--- src/rtl/usbh_report_decoder_multi_if.sv ---
// Report bus and decoded controller outputs of the multi-port HID report decoder.
interface usbh_report_decoder_multi_if #(
    parameter int c_ports       = 2,
    parameter int c_report_bits = 64
);
    localparam int c_port_w = (c_ports > 1) ? $clog2(c_ports) : 1;

    logic [c_report_bits-1:0] i_report;
    logic                     i_report_valid;
    logic [c_port_w-1:0]      i_report_port;
    logic [2*c_ports-1:0]     i_turbo;
    logic [8*c_ports-1:0]     o_btn;
    logic [c_ports-1:0]       o_btn_changed;
    logic [c_ports-1:0]       o_connected;

    modport master (
        output i_report, i_report_valid, i_report_port, i_turbo,
        input  o_btn, o_btn_changed, o_connected
    );

    modport slave (
        input  i_report, i_report_valid, i_report_port, i_turbo,
        output o_btn, o_btn_changed, o_connected
    );
endinterface

--- src/rtl/usbh_report_decoder_multi.sv ---
// Multi-port HID joystick report decoder with per-port connection watchdog and change strobe.
// Optional autofire generator compiled in with USBH_REPORT_DECODER_AUTOFIRE_EN.
module usbh_report_decoder_multi #(
    parameter int c_clk_hz      = 6000000,
    parameter int c_autofire_hz = 10,
    parameter int c_ports       = 2,
    parameter int c_report_bits = 64,
    parameter int c_timeout_ms  = 100,
    parameter int c_x_msb       = 31,
    parameter int c_y_msb       = 39,
    parameter int c_a_bit       = 45,
    parameter int c_b_bit       = 44,
    parameter int c_select_bit  = 52,
    parameter int c_start_bit   = 53
) (
    input logic i_clk,
    input logic i_rst_n,
    usbh_report_decoder_multi_if.slave bus
);
    localparam int c_limit = c_clk_hz / 1000 * c_timeout_ms;
    localparam int c_cnt_w = $clog2(c_limit + 1);

    logic [7:0]           report_btn;
    logic [8*c_ports-1:0] btn_raw;
    logic [8*c_ports-1:0] btn_next;
    logic [c_ports-1:0]   btn_chg;
    logic                 unused_bits;

    // Output bit order {R,L,D,U,Start,Select,B,A}; an axis uses only its two MSBs.
    function automatic logic [7:0] decode(input logic [c_report_bits-1:0] rpt);
        logic [1:0] x;
        logic [1:0] y;
        x = rpt[c_x_msb -: 2];
        y = rpt[c_y_msb -: 2];
        decode    = '0;
        decode[0] = rpt[c_a_bit];
        decode[1] = rpt[c_b_bit];
        decode[2] = rpt[c_select_bit];
        decode[3] = rpt[c_start_bit];
        decode[4] = (y == 2'b00);
        decode[5] = (y == 2'b11);
        decode[6] = (x == 2'b00);
        decode[7] = (x == 2'b11);
    endfunction

    assign report_btn  = decode(bus.i_report);
    assign unused_bits = ^bus.i_report;

    for (genvar p = 0; p < c_ports; p++) begin : g_port
        logic             hit;
        logic [7:0]       btn_q;
        logic [c_cnt_w-1:0] wd_cnt;
        logic             conn_q;

        // Out-of-range port indices never match any generated port.
        assign hit = bus.i_report_valid && (int'(bus.i_report_port) == p);

        always_ff @(posedge i_clk or negedge i_rst_n) begin
            if (!i_rst_n) begin
                btn_q  <= '0;
                wd_cnt <= '0;
                conn_q <= 1'b0;
            end else if (hit) begin
                btn_q  <= report_btn;
                wd_cnt <= '0;
                conn_q <= 1'b1;
            end else if (wd_cnt != c_cnt_w'(c_limit)) begin
                wd_cnt <= wd_cnt + 1'b1;
                if (wd_cnt == c_cnt_w'(c_limit - 1)) begin
                    btn_q  <= '0;
                    conn_q <= 1'b0;
                end
            end
        end

        assign btn_raw[8*p +: 8]  = btn_q;
        assign bus.o_connected[p] = conn_q;
    end

`ifdef USBH_REPORT_DECODER_AUTOFIRE_EN
    localparam int c_half  = c_clk_hz / (2 * c_autofire_hz);
    localparam int c_div_w = (c_half > 1) ? $clog2(c_half) : 1;

    logic [c_div_w-1:0] div_cnt;
    logic               phase;

    always_ff @(posedge i_clk or negedge i_rst_n) begin
        if (!i_rst_n) begin
            div_cnt <= '0;
            phase   <= 1'b0;
        end else if (div_cnt == c_div_w'(c_half - 1)) begin
            div_cnt <= '0;
            phase   <= ~phase;
        end else begin
            div_cnt <= div_cnt + 1'b1;
        end
    end

    always_comb begin
        btn_next = btn_raw;
        for (int p = 0; p < c_ports; p++) begin
            if (bus.i_turbo[2*p])
                btn_next[8*p]     = btn_raw[8*p] & phase;
            if (bus.i_turbo[2*p+1])
                btn_next[8*p + 1] = btn_raw[8*p + 1] & phase;
        end
    end
`else
    logic unused_turbo;

    assign unused_turbo = ^bus.i_turbo;

    always_comb begin
        btn_next = btn_raw;
    end
`endif

    always_comb begin
        btn_chg = '0;
        for (int p = 0; p < c_ports; p++)
            btn_chg[p] = (btn_next[8*p +: 8] != bus.o_btn[8*p +: 8]);
    end

    // Output stage: o_btn and its change strobe are registered together.
    always_ff @(posedge i_clk or negedge i_rst_n) begin
        if (!i_rst_n) begin
            bus.o_btn         <= '0;
            bus.o_btn_changed <= '0;
        end else begin
            bus.o_btn         <= btn_next;
            bus.o_btn_changed <= btn_chg;
        end
    end
endmodule

--- src/flat_wrapper.sv ---
// flat-port wrapper written by rule: the top's interface ports become plain ports
module usbh_report_decoder_multi_flat 
#(
    parameter int c_clk_hz      = 6000000,
    parameter int c_autofire_hz = 10,
    parameter int c_ports       = 2,
    parameter int c_report_bits = 64,
    parameter int c_timeout_ms  = 100,
    parameter int c_x_msb       = 31,
    parameter int c_y_msb       = 39,
    parameter int c_a_bit       = 45,
    parameter int c_b_bit       = 44,
    parameter int c_select_bit  = 52,
    parameter int c_start_bit   = 53
)
  (i_clk, i_rst_n, bus_i_report, bus_i_report_valid, bus_i_report_port, bus_i_turbo, bus_o_btn, bus_o_btn_changed, bus_o_connected);
  usbh_report_decoder_multi_if #(.c_ports(c_ports), .c_report_bits(c_report_bits)) bus_i ();
  input logic i_clk;
  input logic i_rst_n;
  input wire logic [$bits(bus_i.i_report)-1:0] bus_i_report;
  input wire logic [$bits(bus_i.i_report_valid)-1:0] bus_i_report_valid;
  input wire logic [$bits(bus_i.i_report_port)-1:0] bus_i_report_port;
  input wire logic [$bits(bus_i.i_turbo)-1:0] bus_i_turbo;
  output wire logic [$bits(bus_i.o_btn)-1:0] bus_o_btn;
  output wire logic [$bits(bus_i.o_btn_changed)-1:0] bus_o_btn_changed;
  output wire logic [$bits(bus_i.o_connected)-1:0] bus_o_connected;
  assign bus_i.i_report = bus_i_report;
  assign bus_i.i_report_valid = bus_i_report_valid;
  assign bus_i.i_report_port = bus_i_report_port;
  assign bus_i.i_turbo = bus_i_turbo;
  assign bus_o_btn = bus_i.o_btn;
  assign bus_o_btn_changed = bus_i.o_btn_changed;
  assign bus_o_connected = bus_i.o_connected;
  usbh_report_decoder_multi #(.c_clk_hz(c_clk_hz), .c_autofire_hz(c_autofire_hz), .c_ports(c_ports), .c_report_bits(c_report_bits), .c_timeout_ms(c_timeout_ms), .c_x_msb(c_x_msb), .c_y_msb(c_y_msb), .c_a_bit(c_a_bit), .c_b_bit(c_b_bit), .c_select_bit(c_select_bit), .c_start_bit(c_start_bit)) u_core (.i_clk(i_clk), .i_rst_n(i_rst_n), .bus(bus_i));
endmodule
--- config.mk ---
export PLATFORM = sky130hd
export DESIGN_NAME = usbh_report_decoder_multi_flat
export DESIGN_NICKNAME = d
export VERILOG_FILES = /design/src/rtl/usbh_report_decoder_multi_if.sv /design/src/rtl/usbh_report_decoder_multi.sv /design/src/flat_wrapper.sv
export SDC_FILE = /design/constraint.sdc
export NUM_CORES = 1
export LEC_CHECK = 0
export ABC_AREA = 0
export ABC_CLOCK_PERIOD_IN_PS = 2050
export BUFFER_PORTS_ARGS = -buffer_cell sky130_fd_sc_hd__buf_4
export CORE_MARGIN = 4
export CORE_UTILIZATION = 40
export CTS_CLUSTER_SIZE = 28
export DETAILED_ROUTE_END_ITERATION = 10
export PLACE_DENSITY = 0.75
export SLEW_MARGIN = 5
export SYNTH_ARGS = -nofsm -noshare
export SYNTH_HDL_FRONTEND = slang
export SYNTH_SLANG_ARGS = --single-unit
--- constraint.sdc ---
create_clock -name i_clk -period 2.05 [get_ports i_clk]
set_clock_uncertainty 0.15 [all_clocks]
set_input_delay 0.205 -clock i_clk [delete_from_list [all_inputs] [get_ports i_clk]]
set_output_delay 0.205 -clock i_clk [all_outputs]
set_load 0.02 [all_outputs]
Yosys cells after proc, flatten, opt, wreduce, memory -nomap -nowiden
Cells that the tools add are included.
- register bits: 76
- reductions and logical operators: 10
- bitwise logic cells: 1
- equality and inequality tests: 8
- muxes and demuxes: 16
- $add $sub $neg: 2
- operators by type and width (operator ; number):
    $mux W20 ; 4
    $mux W8 ; 6
    $add A20 B1 Y20 const B ; 2
    $eq A20 B20 Y1 const B ; 2
    $ne A20 B20 Y1 const B ; 2
    $ne A8 B8 Y1 ; 2
    $reduce_bool A2 Y1 ; 4
    $mux W1 ; 6
    $eq A2 B2 Y1 const B ; 2
    $logic_not A2 Y1 ; 2
    $reduce_and A2 Y1 ; 2
    $logic_and A1 B1 Y1 ; 2
    $not A1 Y1 ; 1

Logic depth before layout (Yosys ltp)
Gate-level depths: netlist of run 1.
- depth after elaboration: 4
- mapped depth: 6
- gate-level depth less buffers: 5

Worst setup path after synthesis of run 1
Ideal clock, no wire load.
- path kind: register -> register
- start point: register u_core.g_port[1].wd_cnt[0]
- end point: register u_core.g_port[1].wd_cnt[16]
- required time: 1823 ps
- stages on the path, launching flop included: 7
- library setup time: 77 ps
- clock period less this slack: 2012 ps
- path slack: 38 ps
- arrival time: 1785 ps
- path through: dfrtp_1 ha_1 nand2_1 or3_1 buf_6 or4_1 a21oi_1
- word-level cells in the longest chain between the ends: 3
- RTL lines (item ; line ; RTL):
    start, declared ; usbh_report_decoder_multi.sv:52 ; logic [c_cnt_w-1:0] wd_cnt;
    start signal, assigned ; usbh_report_decoder_multi.sv:68 ; wd_cnt <= wd_cnt + 1'b1;
    $add A20 B1 Y20 ; usbh_report_decoder_multi.sv:68 ;
    $mux W20 ; usbh_report_decoder_multi.sv:67 ; end else if (wd_cnt != c_cnt_w'(c_limit)) begin
    $mux W20 ; usbh_report_decoder_multi.sv:63 ; end else if (hit) begin
Parallel ways exist; a longest one is shown, timed or not. The select of a mux whose other input is x is not followed.
A chain may end at the register's enable or synchronous reset.

Worst setup path after layout of run 1
- start point: register u_core.g_port[1].wd_cnt[4]
- end point: register u_core.g_port[1].wd_cnt[18]
The elaborated chain is that of the path after synthesis.

==> results_dict.tcl, run 1 <==
set metrics [dict create \
    status "finished, final reports clean" \
    avgRoutedWirePerCell_um 14.85 \
    grtUsageTotal_pct 15.05 \
    cts_tree "built" \
    seq_area_frac_synth_pct 54.87 \
    synth-seq-cells 76 \
    maxSlewViolCount 0 \
    yosysWarnings 0 \
    start_util_pct 41.55 \
    drive_gt1_share_pct 19.84 \
    mostFrequentLayoutCells "76 x dfrtp_1, 48 x buf_4, 27 x xor2_1" \
    vias 2641 \
    core-area_mm2 0.008341 \
    routed_wl_um 7171 \
    cts_made_buffers 9 \
    min_from "bus_i_report_valid" \
    synth-edff-count 0 \
    die_w_um 101.1 \
    synthCells 319 \
    nets 449 \
    grt_pass1_wl_um 12230 \
    grt_max_degree 41 \
    antenna_left 0 \
    synth_nets 395 \
    yosys_most_used_dff "dfrtp_1" \
    drc 0 \
    finalCriticalPeriod_ns 1.957 \
    die_h_um 101.1 \
    place.gp.congestion 0.7938 \
    syn_area_per_cell_um2 10.86 \
    cts-root-buf "clkbuf_8" \
    io_buffer_count 31 \
    fin_crit_sh_pct 95.48 \
    ioPinCount 92 \
    whs_ns 0.1266 \
    min_path_cells 3 \
    cp-start-kind "flop" \
    setup_viol 0 \
    drt_iter0_markers 146 \
    worstSetupStartpoint "u_core.g_port[1].wd_cnt[4]" \
    diodes 0 \
    hp-class "input port to flop" \
    cp_max_fo 8 \
    die-area_mm2 0.01022 \
    clock_latency_ns 0.34 \
    gr-total-overflow 0 \
    clockBufferDepth 2 \
    htreeDepth 3 \
    ir_drop_v 0.0003809 \
    dpl.hpwl_um 5065 \
    syn2layout_area_growth_pct 22.27 \
    tightest_slew_ns 0.5872 \
    first_global_vias 2567 \
    antenna_found_initial 0 \
    netlist_area_mm2 0.003466 \
    r2r-start "u_core.g_port[1].wd_cnt[4]" \
    viasPerCell 5.468 \
    worstSetupPathType "flop to flop" \
    drt_first_pass_iters 4 \
    max-slew-margin-rel_pct 60.32 \
    fmaxAchievable_ghz 0.5109 \
    hold_violations 0 \
    rsz0062_at_grt "false" \
    required_ns 2.18 \
    cts_setup_buffers 0 \
    r2r_cells 4 \
    cts_num_sinks 76 \
    p_leak_uw 0.001906 \
    core.rowCount 33 \
    cts.clk_slew.worst_paths_ns 0.08 \
    max-cap-violations 0 \
    layout_commonest_cell "dfrtp_1" \
    worstSetupEndpointType "flop" \
    powerDensity_mw_per_mm2 871.2 \
    synth_cell_types 44 \
    finalSetupTns_ns 0 \
    crit_arrival_ns 2.08 \
    r2r_slack_ns 0.09 \
    async_reset_ff_share_pct 100.0 \
]
## layout make-up
type | instances | area [um2]
clock buffer | 10 | 137.6
clock inverter | 6 | 111.4
fill | 736 | 4103
inverter | 6 | 22.52
multi-input combinational | 222 | 1463
sequential | 76 | 1902
tap | 105 | 131.4
timing repair buffer | 58 | 470.5
## where the power goes
part / total (uW) / internal (uW) / switching [uW]
registers: 1750 / 1630 / 120
clock network: 1390 / 842 / 545
logic: 556 / 260 / 296
## metal layers
| metal | vias to the layer above | GRT usage, % | wire (um) |
|---|---|---|---|
| met3 | 9 | 2.353 | 357 |
| met2 | 62 | 21.93 | 3240 |
| met4 | 0 | 7.566 | 132 |
| li1 | 1267 | - | - |
| met1 | 1303 | 21.66 | 3440 |
| met5 | - | 0 | 0 |
## path summary, 6_finish.rpt
kind / to
max in group asynchronous: u_core.g_port[0].wd_cnt[12]
min in group asynchronous: u_core.bus.o_btn[0]
worst max-delay path: u_core.g_port[1].wd_cnt[18]
worst min register to register: u_core.bus.o_btn[11]
worst min-delay path: u_core.g_port[0].conn_q
worst max register to register: u_core.g_port[1].wd_cnt[18]
## cells by family (layout without fill, tap and decap cells)
| logic type | count (synthesis) | count (layout) | share of synthesized area, % |
|---|---|---|---|
| xor+xnor | 35 | 35 | 8.845 |
| flops | 76 | 76 | 54.87 |
| mux | 1 | 1 | 0.2888 |
| simple gates | 127 | 127 | 19.96 |
| compound gates | 55 | 55 | 11.08 |
| buf+inv | 21 | 80 | 3.501 |
| fa+ha+maj | 4 | 4 | 1.444 |
## stage by stage
stage	setup slack (ns)	util, %	power, uW	area, um2	std cells
2_1_floorplan	0.03756	-	2075	3466	319
3_3_place_gp	0.07794	46.50	2295	3879	458
3_5_place_dp	0.01458	46.50	2319	3879	458
4_1_cts	0.009148	50.57	3725	4218	483
5_1_grt	0.008765	50.81	3883	4238	483
6_report	0.09259	50.81	3692	4238	483
## repair_timing
action | 4_1_cts | 5_1_grt
resized for setup | 0 | 5
hold buffers | 9 | 0
endpoints found under the setup margin | 0 | 11
hold endpoints to repair | 50 | 0
## cells in the mapped netlist, types with 2 or more instances
cell type	instances	area, um2
xor2_1	27	236.5
nand3_1	12	60.06
nor2_1	23	86.33
or4_1	5	37.54
and2_1	4	25.02
and3_1	5	31.28
o211ai_1	4	30.03
a22o_1	12	105.1
or3_2	3	22.52
clkbuf_1	7	26.28
and4_1	4	35.03
buf_6	3	33.78
buf_4	2	15.01
ha_1	4	50.05
nand2_1	27	101.4
xnor2_1	8	70.07
a21oi_1	13	65.06
or3_1	7	43.79
dfrtp_1	76	1902
o31ai_1	4	30.03
a32o_1	4	40.04
inv_1	6	22.52
nor3_1	5	25.02
nand4_1	12	75.07
o21ai_0	11	55.05
nor4b_1	3	26.28
nand3b_1	2	15.01
nor4_1	9	56.30
nor4bb_1	2	20.02
## state kept, by name, summed over array words and instances (netlist names)
signal / cells
u_core.bus.o_btn_changed: 2
u_core.bus.o_btn: 16
u_core.g_port.conn_q: 2
u_core.g_port.btn_q: 16
u_core.g_port.wd_cnt: 40
## worst max-delay path, cell delays in order, from the launching register on
cell and delay [ns]:
dfrtp_1 0.43, nand3_2 0.19, or3_4 0.45, or4_1 0.52
a21oi_1 0.15
(Power assumes the default switching activity.)
==> inputs of run 2 (changes only) <==
ABC_AREA = 1   (was 0)
CORE_UTILIZATION = 25   (was 40)
PLACE_DENSITY = 0.43   (was 0.75)
==> results_dict.tcl, run 2 <==
set metrics [dict create \
    status "finished, final reports clean" \
    synth_cell_types 29 \
    r2r-start "u_core.g_port[0].wd_cnt[0]" \
    clock_latency_ns 0.34 \
    gr-total-overflow 0 \
    largestRegisters "u_core.g_port.wd_cnt: 40 flops, u_core.bus.o_btn: 16 flops, u_core.g_port.btn_q: 16 flops" \
    cts_num_sinks 76 \
    worst_slack_ns 0.3083 \
    p_comb_share_pct 14.3 \
    drive_gt1_share_pct 15.04 \
    powerDensity_mw_per_mm2 795.5 \
    place_inst 694 \
    power.share.clock_pct 38.2 \
    r2r_cells 6 \
    synth_nets 554 \
    yosys_most_used_dff "dfrtp_1" \
    diodes 0 \
    ioPinCount 92 \
    die-area_mm2 0.01742 \
    fmaxAchievable_ghz 0.5741 \
    mostFrequentLayoutCells "115 x nand2_1, 76 x dfrtp_1, 70 x nor2_1" \
    cts-root-buf "clkbuf_16" \
    antenna_left 0 \
    r2r-end "u_core.g_port[0].conn_q" \
    place.gp.congestion 0.8194 \
    layout_commonest_cell "nand2_1" \
    drt_first_pass_iters 4 \
    die_w_um 132.0 \
    nets 604 \
    drc 0 \
    r2r_slack_ns 0.31 \
    total_power_uw 3726 \
    hold_violations 0 \
    htreeDepth 3 \
    async_reset_ff_share_pct 100.0 \
    stdcell_count 720 \
    syn_area_per_cell_um2 8.039 \
    viasPerCell 4.408 \
    core-area_mm2 0.01515 \
    start_util_pct 25.37 \
    worstSetupPathType "flop to flop" \
    largest_reg_flops 40 \
    synthCells 478 \
    cts_tree "built" \
    grt_pass1_wl_um 15460 \
    dpl.hpwl_um 6438 \
    regMostFlops "u_core.g_port.wd_cnt" \
    yosys-top-cells-area "dfrtp_1 49%, nand2_1 11%, nor2_1 6.8%" \
    cts_made_buffers 9 \
    max-cap-violations 0 \
    worstSetupStartpoint "u_core.g_port[0].wd_cnt[0]" \
    avgRoutedWirePerCell_um 12.34 \
    fillCellCount 1611 \
    p_leak_uw 0.002192 \
    drt_iter0_markers 171 \
    synth.most_common_cell "nand2_1" \
    yosysWarnings 0 \
    cp-start-kind "flop" \
    required_ns 2.12 \
    io_buffer_count 31 \
    p_int_uw 2666 \
    ir_drop_v 0.0004444 \
    grt_max_degree 45 \
    grtUsageTotal_pct 10.89 \
    crit_arrival_ns 1.81 \
    synth-edff-count 0 \
    synth-seq-cells 76 \
    antenna_found_initial 0 \
    hp-class "input port to flop" \
    finalCriticalPeriod_ns 1.742 \
    cp_max_fo 9 \
    cts.clk_slew.worst_paths_ns 0.06 \
    rsz0062_at_grt "false" \
    first_global_vias 3195 \
    tightest_slew_ns 0.4593 \
    yosys.area.top_type "dfrtp_1" \
    clockBufferDepth 2 \
    synth_top_cells_by_count "115 x nand2_1, 76 x dfrtp_1, 70 x nor2_1" \
    die_h_um 132.0 \
    worstSetupEndpointType "flop" \
    p_sw_uw 1060 \
    switching_share_pct 28.44 \
    cts_resized 0 \
    fin_crit_sh_pct 84.96 \
    syn2layout_area_growth_pct 21.91 \
    setup_viol 0 \
    yosysTopAreaCellShare_pct 49.50 \
    netlist_area_mm2 0.003842 \
    pwr-share-seq_pct 47.4 \
    vias 3174 \
    seq_area_frac_synth_pct 49.50 \
    max-slew-margin-rel_pct 69.38 \
    routed_wl_um 8885 \
    finalSetupTns_ns 0 \
    core.rowCount 45 \
    maxSlewViolCount 0 \
    crit_path_end "u_core.g_port[0].conn_q" \
    pre_cts_ws_ns 0.2849 \
]
==> run 2: cell count changes after synthesis, moves of 6 or more <==
cell / before / now
nand2_1: 27 / 115
nor2_1: 23 / 70
inv_1: 6 / 50
nand3_1: 12 / 43
nor2_2: 0 / 13
a22o_1: 12 / 0
nor4_1: 9 / 0
nor3_1: 5 / 13
or3_1: 7 / 0
clkbuf_1: 7 / 1
xnor2_1: 8 / 2
==> run 2: metrics by stage <==
stage	utilization, %	hold WS, ns	instance area, um2
after floorplan	-	-0.2406	3842
after global placement	28.49	0.04429	4315
after detailed placement	28.49	0.04636	4315
after CTS	30.93	0.1802	4684
after global routing	30.93	0.2132	4684
final	30.93	0.1863	4684
==> run 2: area by class of cell <==
type / count / area, um2 / share of cell area [%]
Multi-Input combinational cell: 341 / 1693 / 36.14
Inverter: 52 / 195.2 / 4.167
Timing Repair Buffer: 48 / 400.4 / 8.547
Sequential cell: 76 / 1902 / 40.60
Clock inverter: 5 / 30.03 / 0.6410
Tap cell: 188 / 235.2 / 5.021
Clock buffer: 10 / 229.0 / 4.888
==> run 2: how the worst min path moves through the flow <==
stage / from / to / slack [ns] / cells past startpoint
global route: bus_i_report_port / u_core.g_port[0].wd_cnt[16] / 0.21 / 4
CTS: bus_i_report_valid / u_core.g_port[1].btn_q[0] / 0.18 / 5
floorplan: i_rst_n / u_core.bus.o_btn[0] / -0.24 / 0
global placement: i_rst_n / u_core.g_port[0].wd_cnt[18] / 0.04 / 1
detailed placement: i_rst_n / u_core.g_port[0].wd_cnt[18] / 0.05 / 1
finish: bus_i_report_valid / u_core.g_port[1].btn_q[0] / 0.19 / 5
==> run 2: worst max-delay path: stages, from the launching register on <==
cell     delay [ns]
dfrtp_1        0.47
ha_1           0.26
nand3_1        0.11
nor3_1         0.20
nand3_2        0.25
nand3_1        0.13
nand2_1        0.05
==> run 2: metal layers <==
layer / routed length (um) / share of wire, % / track usage [%]
met1: 4345 / 49 / 14.23
met2: 4045 / 46 / 17.33
met3: 365 / 4.1 / 3.130
met4: 129 / 1.5 / 3.676
met5: 0 / 0 / 0
==> run 2: what timing repair did <==
action,4_1_cts,5_1_grt
hold endpoints to repair,44,0
hold buffers,11,0
buffers inserted,0,0
==> run 2: power groups by stage <==
stage          logic, uW  clock network (uW)  registers, uW
6_report             533                1430           1770
5_1_grt              615                1540           1790
4_1_cts              545                1480           1770
3_5_place_dp         531                   0           1790
3_3_place_gp         528                   0           1790
2_1_floorplan        293                   0           1820
==> run 2: kinds of logic (layout without fill, tap and decap cells) <==
family          Yosys count  after routing  share of synthesized area [%]
flops                    76             76                          49.50
buf+inv                  61            115                          6.447
simple gates            281            281                          32.95
compound gates           32             32                          4.331
xor+xnor                 24             24                          5.470
fa+ha+maj                 4              4                          1.303
